$ cat config.mk
export PLATFORM = sky130hd
export DESIGN_NAME = aes512_dout_gearbox_flat
export DESIGN_NICKNAME = d
export VERILOG_FILES = /design/src/rtl/aes512_dout_gearbox_if.sv /design/src/rtl/aes512_dout_gearbox.sv /design/src/flat_wrapper.sv
export SDC_FILE = /design/constraint.sdc
export NUM_CORES = 2
export LEC_CHECK = 0
export BUFFER_PORTS_ARGS = -buffer_cell sky130_fd_sc_hd__buf_2
export CELL_PAD_IN_SITES_DETAIL_PLACEMENT = 1
export CELL_PAD_IN_SITES_GLOBAL_PLACEMENT = 1
export CORE_ASPECT_RATIO = 0.6
export CORE_MARGIN = 10
export CORE_UTILIZATION = 45
export CTS_BUF_LIST = sky130_fd_sc_hd__clkbuf_8
export CTS_CLUSTER_DIAMETER = 40
export DETAILED_ROUTE_END_ITERATION = 10
export GPL_TIMING_DRIVEN = 0
export PLACE_DENSITY = 0.7
export SLEW_MARGIN = 20
export SYNTH_ARGS = -nofsm -noshare
export SYNTH_HDL_FRONTEND = slang
export SYNTH_SLANG_ARGS = --single-unit
$ cat constraint.sdc
create_clock -name clk -period 16.64 [get_ports clk]
set_clock_uncertainty 0.15 [all_clocks]
set_input_delay 3.328 -clock clk [delete_from_list [all_inputs] [get_ports clk]]
set_output_delay 3.328 -clock clk [all_outputs]
set_load 0.02 [all_outputs]
$ cat src/rtl/aes512_dout_gearbox_if.sv
// Block-to-word gearbox bus.
//   in_valid/in_data      : 512-bit plaintext blocks from the cipher (no backpressure)
//   out_valid/out_data/
//   out_last/out_ready    : 128-bit word stream, valid/ready handshake
//   almost_full/overflow/
//   level                 : status back to the upstream controller
// The slave modport is the gearbox; the master modport is its environment.
interface aes512_dout_gearbox_if #(
    parameter int DEPTH = 4
) ();
    localparam int LW = $clog2(DEPTH) + 1;

    logic           in_valid;
    logic [511:0]   in_data;
    logic           out_valid;
    logic [127:0]   out_data;
    logic           out_last;
    logic           out_ready;
    logic           almost_full;
    logic           overflow;
    logic [LW-1:0]  level;

    modport slave (
        input  in_valid, in_data, out_ready,
        output out_valid, out_data, out_last, almost_full, overflow, level
    );

    modport master (
        output in_valid, in_data, out_ready,
        input  out_valid, out_data, out_last, almost_full, overflow, level
    );
endinterface

$ cat src/rtl/aes512_dout_gearbox.sv
// Output gearbox for the 512-bit inverse cipher.
// Buffers up to DEPTH plaintext blocks in a circular buffer and streams each
// one out as four 128-bit words, least significant word first.
//   clk  : single rising-edge clock
//   rst  : synchronous, active-high reset
//   bus  : slave side of aes512_dout_gearbox_if (block input, word output, status)
module aes512_dout_gearbox #(
    parameter int DEPTH     = 4,
    parameter int AF_MARGIN = 2
) (
    input  logic                  clk,
    input  logic                  rst,
    aes512_dout_gearbox_if.slave  bus
);
    localparam int PW = $clog2(DEPTH);
    localparam int LW = PW + 1;
    localparam logic [LW-1:0] DEPTH_L = LW'(DEPTH);
    localparam logic [LW-1:0] AF_L    = LW'(DEPTH - AF_MARGIN);

    logic [511:0]   mem_q [DEPTH];
    logic [PW-1:0]  wr_ptr_q, wr_ptr_d;
    logic [PW-1:0]  rd_ptr_q, rd_ptr_d;
    logic [1:0]     widx_q, widx_d;
    logic [LW-1:0]  level_q, level_d;
    logic           af_q, af_d;
    logic           ovf_q, ovf_d;

    logic           head_vld;
    logic           word_acc;
    logic           head_free;
    logic           space;
    logic           wr_en;
    logic [511:0]   head_blk;
    logic [127:0]   word_mux;

    always_comb begin
        head_vld  = (level_q != '0);
        word_acc  = head_vld && bus.out_ready;
        head_free = word_acc && (widx_q == 2'd3);
        // A full buffer still takes a block when the head is being retired
        // in the same cycle.
        space     = (level_q < DEPTH_L) || head_free;
        wr_en     = bus.in_valid && space;

        wr_ptr_d  = wr_ptr_q;
        rd_ptr_d  = rd_ptr_q;
        widx_d    = widx_q;

        // widx wraps 3 -> 0 on its own width.
        if (word_acc)  widx_d   = widx_q + 2'd1;
        if (head_free) rd_ptr_d = rd_ptr_q + PW'(1);
        if (wr_en)     wr_ptr_d = wr_ptr_q + PW'(1);

        level_d = level_q + LW'(wr_en) - LW'(head_free);
        af_d    = (level_d >= AF_L);
        ovf_d   = ovf_q | (bus.in_valid && !space);
    end

    always_ff @(posedge clk) begin
        if (rst) begin
            wr_ptr_q <= '0;
            rd_ptr_q <= '0;
            widx_q   <= '0;
            level_q  <= '0;
            af_q     <= 1'b0;
            ovf_q    <= 1'b0;
        end else begin
            wr_ptr_q <= wr_ptr_d;
            rd_ptr_q <= rd_ptr_d;
            widx_q   <= widx_d;
            level_q  <= level_d;
            af_q     <= af_d;
            ovf_q    <= ovf_d;
        end
    end

    // Block storage carries data only; occupancy decides what is meaningful.
    always_ff @(posedge clk) begin
        if (wr_en && !rst) mem_q[wr_ptr_q] <= bus.in_data;
    end

    // Head word selected combinationally so a block written at edge N is
    // visible during cycle N+1; forced to zero when nothing is stored.
    always_comb begin
        head_blk = mem_q[rd_ptr_q];
        word_mux = '0;
        if (head_vld) begin
            case (widx_q)
                2'd0:    word_mux = head_blk[127:0];
                2'd1:    word_mux = head_blk[255:128];
                2'd2:    word_mux = head_blk[383:256];
                default: word_mux = head_blk[511:384];
            endcase
        end
    end

    assign bus.out_valid   = head_vld;
    assign bus.out_data    = word_mux;
    assign bus.out_last    = head_vld && (widx_q == 2'd3);
    assign bus.level       = level_q;
    assign bus.almost_full = af_q;
    assign bus.overflow    = ovf_q;
endmodule

$ cat src/flat_wrapper.sv
// flat-port wrapper written by rule: the top's interface ports become plain ports
module aes512_dout_gearbox_flat 
#(
    parameter int DEPTH     = 4,
    parameter int AF_MARGIN = 2
)
  (clk, rst, bus_in_valid, bus_in_data, bus_out_ready, bus_out_valid, bus_out_data, bus_out_last, bus_almost_full, bus_overflow, bus_level);
  aes512_dout_gearbox_if #(.DEPTH(DEPTH)) bus_i ();
  input  logic clk;
  input  logic rst;
  input wire logic [$bits(bus_i.in_valid)-1:0] bus_in_valid;
  input wire logic [$bits(bus_i.in_data)-1:0] bus_in_data;
  input wire logic [$bits(bus_i.out_ready)-1:0] bus_out_ready;
  output wire logic [$bits(bus_i.out_valid)-1:0] bus_out_valid;
  output wire logic [$bits(bus_i.out_data)-1:0] bus_out_data;
  output wire logic [$bits(bus_i.out_last)-1:0] bus_out_last;
  output wire logic [$bits(bus_i.almost_full)-1:0] bus_almost_full;
  output wire logic [$bits(bus_i.overflow)-1:0] bus_overflow;
  output wire logic [$bits(bus_i.level)-1:0] bus_level;
  assign bus_i.in_valid = bus_in_valid;
  assign bus_i.in_data = bus_in_data;
  assign bus_i.out_ready = bus_out_ready;
  assign bus_out_valid = bus_i.out_valid;
  assign bus_out_data = bus_i.out_data;
  assign bus_out_last = bus_i.out_last;
  assign bus_almost_full = bus_i.almost_full;
  assign bus_overflow = bus_i.overflow;
  assign bus_level = bus_i.level;
  aes512_dout_gearbox #(.DEPTH(DEPTH), .AF_MARGIN(AF_MARGIN)) u_core (.clk(clk), .rst(rst), .bus(bus_i));
endmodule
; Word-level counts from Yosys, hierarchy flattened
; Memories as Yosys holds them, arrays and structs flattened. A register that Yosys moved wholly into a read port is not among the register bits.
; Index checks and enable logic that the tools add are counted.
[word_totals]
ram_bits = 2048
n_memories = 1
regBits = 11
wordCells = 35
output_inout_bits = 135
in_bits = 516
[mem_list]
columns = memory, depth, width, read_ports, rd_ports_with_merged_regs, wr, line_no
row1 = u_core.mem_q, 4, 512, 1, 1, 1, aes512_dout_gearbox.sv:20  ; logic [511:0] mem_q [DEPTH];
[op_classes]
n_lt_le_gt_ge = 2
eq_ne = 3
n_mux = 6
reduce_logical = 11
addsub = 5
bitwise = 1
[ops]
columns = cell, count
row1 = case mux 128 bit (3 select lines), 1
row2 = two-way mux 128 bit, 1
row3 = adder 2 x 1 -> 2 bit (second input constant), 3
row4 = logical AND 1 bit, 6
row5 = equality test 2 bit (second input constant), 2
row6 = two-way mux 2 bit, 2
row7 = adder 3 x 1 -> 3 bit, 1
row8 = >= comparator 3 x 2 -> 1 bit (second input constant), 1
row9 = less-than comparator 3 bit (second input constant), 1
row10 = nonzero test 3 bit, 1
row11 = subtractor 3 x 1 -> 3 bit, 1
row12 = equality test 2 x 1 -> 1 bit (second input constant), 1
row13 = logical NOT 1 bit, 2
row14 = logical NOT 2 bit, 1
row15 = two-way mux 1 bit, 2
row16 = logical OR 1 bit, 1
row17 = bitwise OR 1 bit, 1

; Depth between registers and ports, before layout
[depth]
depth_word = 8
depth_mapped = 11

; Worst setup path before layout
; OpenSTA, ideal clock, no wires.
[synth_path]
path_kind = in2reg
startpoint = input bus_out_ready
endpoint = memory u_core.mem_q[0][0], enable pin
path_slack_ps = 104
required_time_ps = 15544
setup_ps = 946
arrival_time_ps = 15440
cell_stages = 4
cell_sequence = nand2_1 > a21bo_2 > nor2_1 > and2_1
[synth_between]
elab_chain_cells = 7
[synth_rtl]
columns = element, line_no
row1 = "start, declared", flat_wrapper.sv:13  ; input wire logic [$bits(bus_i.out_ready)-1:0] bus_out_ready;
row2 = logical AND 1 bit, aes512_dout_gearbox.sv:38  ; word_acc = head_vld && bus.out_ready;
row3 = logical AND 1 bit, aes512_dout_gearbox.sv:39  ; head_free = word_acc && (widx_q == 2'd3);
row4 = logical OR 1 bit, aes512_dout_gearbox.sv:42  ; space = (level_q < DEPTH_L) || head_free;
row5 = logical AND 1 bit, aes512_dout_gearbox.sv:43  ; wr_en = bus.in_valid && space;
row6 = logical AND 1 bit, aes512_dout_gearbox.sv:79  ; if (wr_en && !rst) mem_q[wr_ptr_q] <= bus.in_data;
row7 = two-way mux 1 bit, aes512_dout_gearbox.sv:79
row8 = two-way mux 1 bit (not written as such), aes512_dout_gearbox.sv:79
row9 = "end, declared", aes512_dout_gearbox.sv:20
; Every way passes these cells.

; Worst setup path in the final report
[layout_path]
startpoint = register u_core.level_q[1], in the netlist u_core.bus.level[1]
endpoint = output bus_out_data[119]
[layout_between]
elab_chain_cells = 2
[layout_rtl]
columns = element, line_no
row1 = "start, declared", aes512_dout_gearbox.sv:24  ; logic [LW-1:0] level_q, level_d;
row2 = "start signal, assigned", aes512_dout_gearbox.sv:71  ; level_q <= level_d;
row3 = nonzero test 3 bit, aes512_dout_gearbox.sv:37  ; head_vld = (level_q != '0);
row4 = two-way mux 128 bit, aes512_dout_gearbox.sv:87  ; if (head_vld) begin
row5 = "end, declared", flat_wrapper.sv:15  ; output wire logic [$bits(bus_i.out_data)-1:0] bus_out_data;
; Every way passes these cells.

==> flow_summary.json <==
{
  "syn_inst": 4115,
  "areaGrowthSynthToFinish_pct": 16.8,
  "max_freq_mhz": 126,
  "die_x_um": 562,
  "dp_slack_ns": 9.57,
  "start_util": 0.453,
  "grt_pass1_wl_mm": 347,
  "overflow": 0,
  "hpwlAfterDp_mm": 168,
  "clkTransAtPathRegs_ns": 0.06,
  "critPathLaunchType": "register",
  "finalSetupTns_ns": 0,
  "p_leak_nw": 30.1,
  "ys_seq_elements": 2061,
  "drcViolationCount": 0,
  "final_antenna_net_count": 0,
  "synth.distinct_cells": 41,
  "drt-pass1-iter-count": 5,
  "rsz0062_at_grt": "no",
  "netlist_area_mm2": 0.0793,
  "first_global_vias": 46900,
  "drive_above_1_share": 0.288,
  "die-area_mm2": 0.194,
  "synth_warnings": 0,
  "setup_slack_ns": 8.73,
  "ys_async_sr_fraction": 0,
  "track_usage": 0.245,
  "timing.slew.headroom": 0.312,
  "gp_congestion": 0.765,
  "crit_top_cell": "buf_2",
  "vdd_drop_max_mv": 0.0869,
  "final_util": 0.528,
  "routedWlPerCell_um": 31.7,
  "postCtsHoldBufs": 0,
  "root_buffer": "clkbuf_8",
  "synth_common_cells": "2,048 x edfxtp_1, 538 x mux2i_1, 229 x o22ai_1",
  "cp_slowest_stage_delay_ns": 0.68,
  "path_class": "register to primary output",
  "viasPerCell": 5.79,
  "cts-resized-gates": 0,
  "htreeDepth": 5,
  "core_mm2": 0.175,
  "synth.area.top_cells": "edfxtp_1 78%, mux2i_1 6.8%, mux4_2 3.7%",
  "ioPinCount": 651,
  "grt_max_degree": 47,
  "cts_tree": "yes",
  "hold_viol_final": 0,
  "switching_share": 0.274,
  "yosysMostFrequentCell": "edfxtp_1",
  "finalSetupViolCount": 0,
  "p_clk_frac": 0.338,
  "cts_buffers": 318,
  "fin_crit_ns": 7.91,
  "p_switching_w": 0.00313,
  "maxCapViolations": 0,
  "crit_path_max_fanout": 10,
  "p_int_w": 0.00829,
  "synthesis.nets": 4642,
  "portBuffers": 650,
  "synth_flop_cell": "edfxtp_1",
  "synth_edf_count": 2048,
  "syn_avg_cell_area_um2": 19.3,
  "min_period_over_period": 0.476,
  "cp.required_ns": 13.16,
  "hold_ws_ns": 0.346,
  "multiInputGateArea_mm2": 0.0162,
  "wl_mm": 246,
  "antenna_found_initial": 139,
  "worst_pin_slew_ns": 1.03,
  "slew_violations": 0,
  "final_nets": 5669,
  "slowest_stage": "buf_2",
  "share_comb_of_total_power": 0.132,
  "status": "completed",
  "sequentialPowerShare": 0.530,
  "dr_total_vias": 45000,
  "cts_buffer_depth": 4,
  "hold_class": "register to register",
  "postCtsSetupBuffers": 0,
  "yosysTopAreaCellShare": 0.775,
  "cts_num_sinks": 2061,
  "arrival_ns": 4.44,
  "die_h_um": 345,
  "crit_chain": "nor3_1 > inv_1 > buf_2 > clkbuf_1 > o21ai_0 > a31oi_1 > buf_2",
  "post-synth-top-area-cell": "edfxtp_1",
  "placementRows": 119,
  "fillers": 16200,
  "powerDensity_mw_per_mm2": 123,
  "cp-end-kind": "primary output",
  "drtIter0Drc": 4883,
  "clk_latency_ns": 0.91,
  "seq_area_mm2": 0.0618,
  "ys_seq_area_frac": 0.779
}
[metal layers]
metal	GRT usage	part of all wire
met3	0.0576	0.081
met4	0.0740	0.029
met2	0.372	0.46
met5	0	0.0018
met1	0.352	0.43
[stage by stage]
step / power, W / area, um2 / std cells
finish: 0.0114 / 92600 / 7777
global route: 0.0118 / 92500 / 7753
CTS: 0.0115 / 92500 / 7723
detailed placement: 0.00768 / 86900 / 7181
global placement: 0.00788 / 85500 / 7124
floorplan: 0.00706 / 79300 / 4115
[critical path: cells and delay by family, from the launching register on]
| kind | cells | cell delay (ns) |
|---|---|---|
| flops | 1 | 0.43 |
| buf+inv | 4 | 2.19 |
| compound gates | 2 | 0.69 |
| simple gates | 1 | 0.18 |
[registers in the layout (all words and copies together), names as in the netlist, named ones only]
register and count:
u_core.rd_ptr_q 2, u_core.bus.almost_full 1, u_core.wr_ptr_q 2, u_core.bus.level 3
u_core.mem_q 2048, u_core.bus.overflow 1, u_core.widx_q 2
[cells by family (layout without fill, tap and decap cells)]
group	after synthesis	count (layout)	share of synthesized area
other	0	54	0
XOR/XNOR	4	4	0.000442
flip-flops	2061	2061	0.779
AND/OR/NAND/NOR	238	238	0.0139
AO/OA/AOI/OAI	718	718	0.0609
buffers and inverters	264	1513	0.0177
adder cells (fa/ha/maj)	11	11	0.00183
multiplexers	819	819	0.127
[layout make-up]
| cell class | count | area share |
|---|---|---|
| clock buffer | 324 | 0.0482 |
| multi-input combinational | 1790 | 0.174 |
| sequential | 2061 | 0.667 |
| clock inverter | 218 | 0.0116 |
| antenna | 54 | 0.00146 |
| timing repair buffer | 707 | 0.0504 |
| buffer | 255 | 0.0149 |
| inverter | 9 | 0.000365 |
| tap | 2359 | 0.0319 |
[path summary, 6_finish.rpt]
check / startpoint / depth (start not counted) / slack (ns) / endpoint
min: u_core.bus.overflow / 2 / 0.35 / u_core.bus.overflow
max reg2reg: u_core.widx_q[1] / 10 / 12.50 / u_core.mem_q[2][420]
min reg2reg: u_core.bus.overflow / 2 / 0.35 / u_core.bus.overflow
max: u_core.bus.level[1] / 7 / 8.73 / bus_out_data[119]
[power groups by stage]
stage / logic [W] / registers [W] / clock network (W)
4_1_cts: 0.00152 / 0.00605 / 0.00394
3_3_place_gp: 0.00143 / 0.00645 / 0
2_1_floorplan: 0.000748 / 0.00631 / 0
5_1_grt: 0.00161 / 0.00607 / 0.00417
3_5_place_dp: 0.00151 / 0.00616 / 0
6_report: 0.00151 / 0.00605 / 0.00386
[placed cells by master (no fill, tap or decap), drive strengths merged, types with 101 or more instances in the layout]
master  netlist  routed
o21ai       131     131
buf         178     885
edfxtp     2048    2048
mux2i       538     538
clkinv        0     101
o22ai       229     229
inv           9     116
clkbuf       77     401
a21oi       129     129
mux2        149     149
mux4        132     132
No activity file was read; power rests on OpenSTA's default activity.
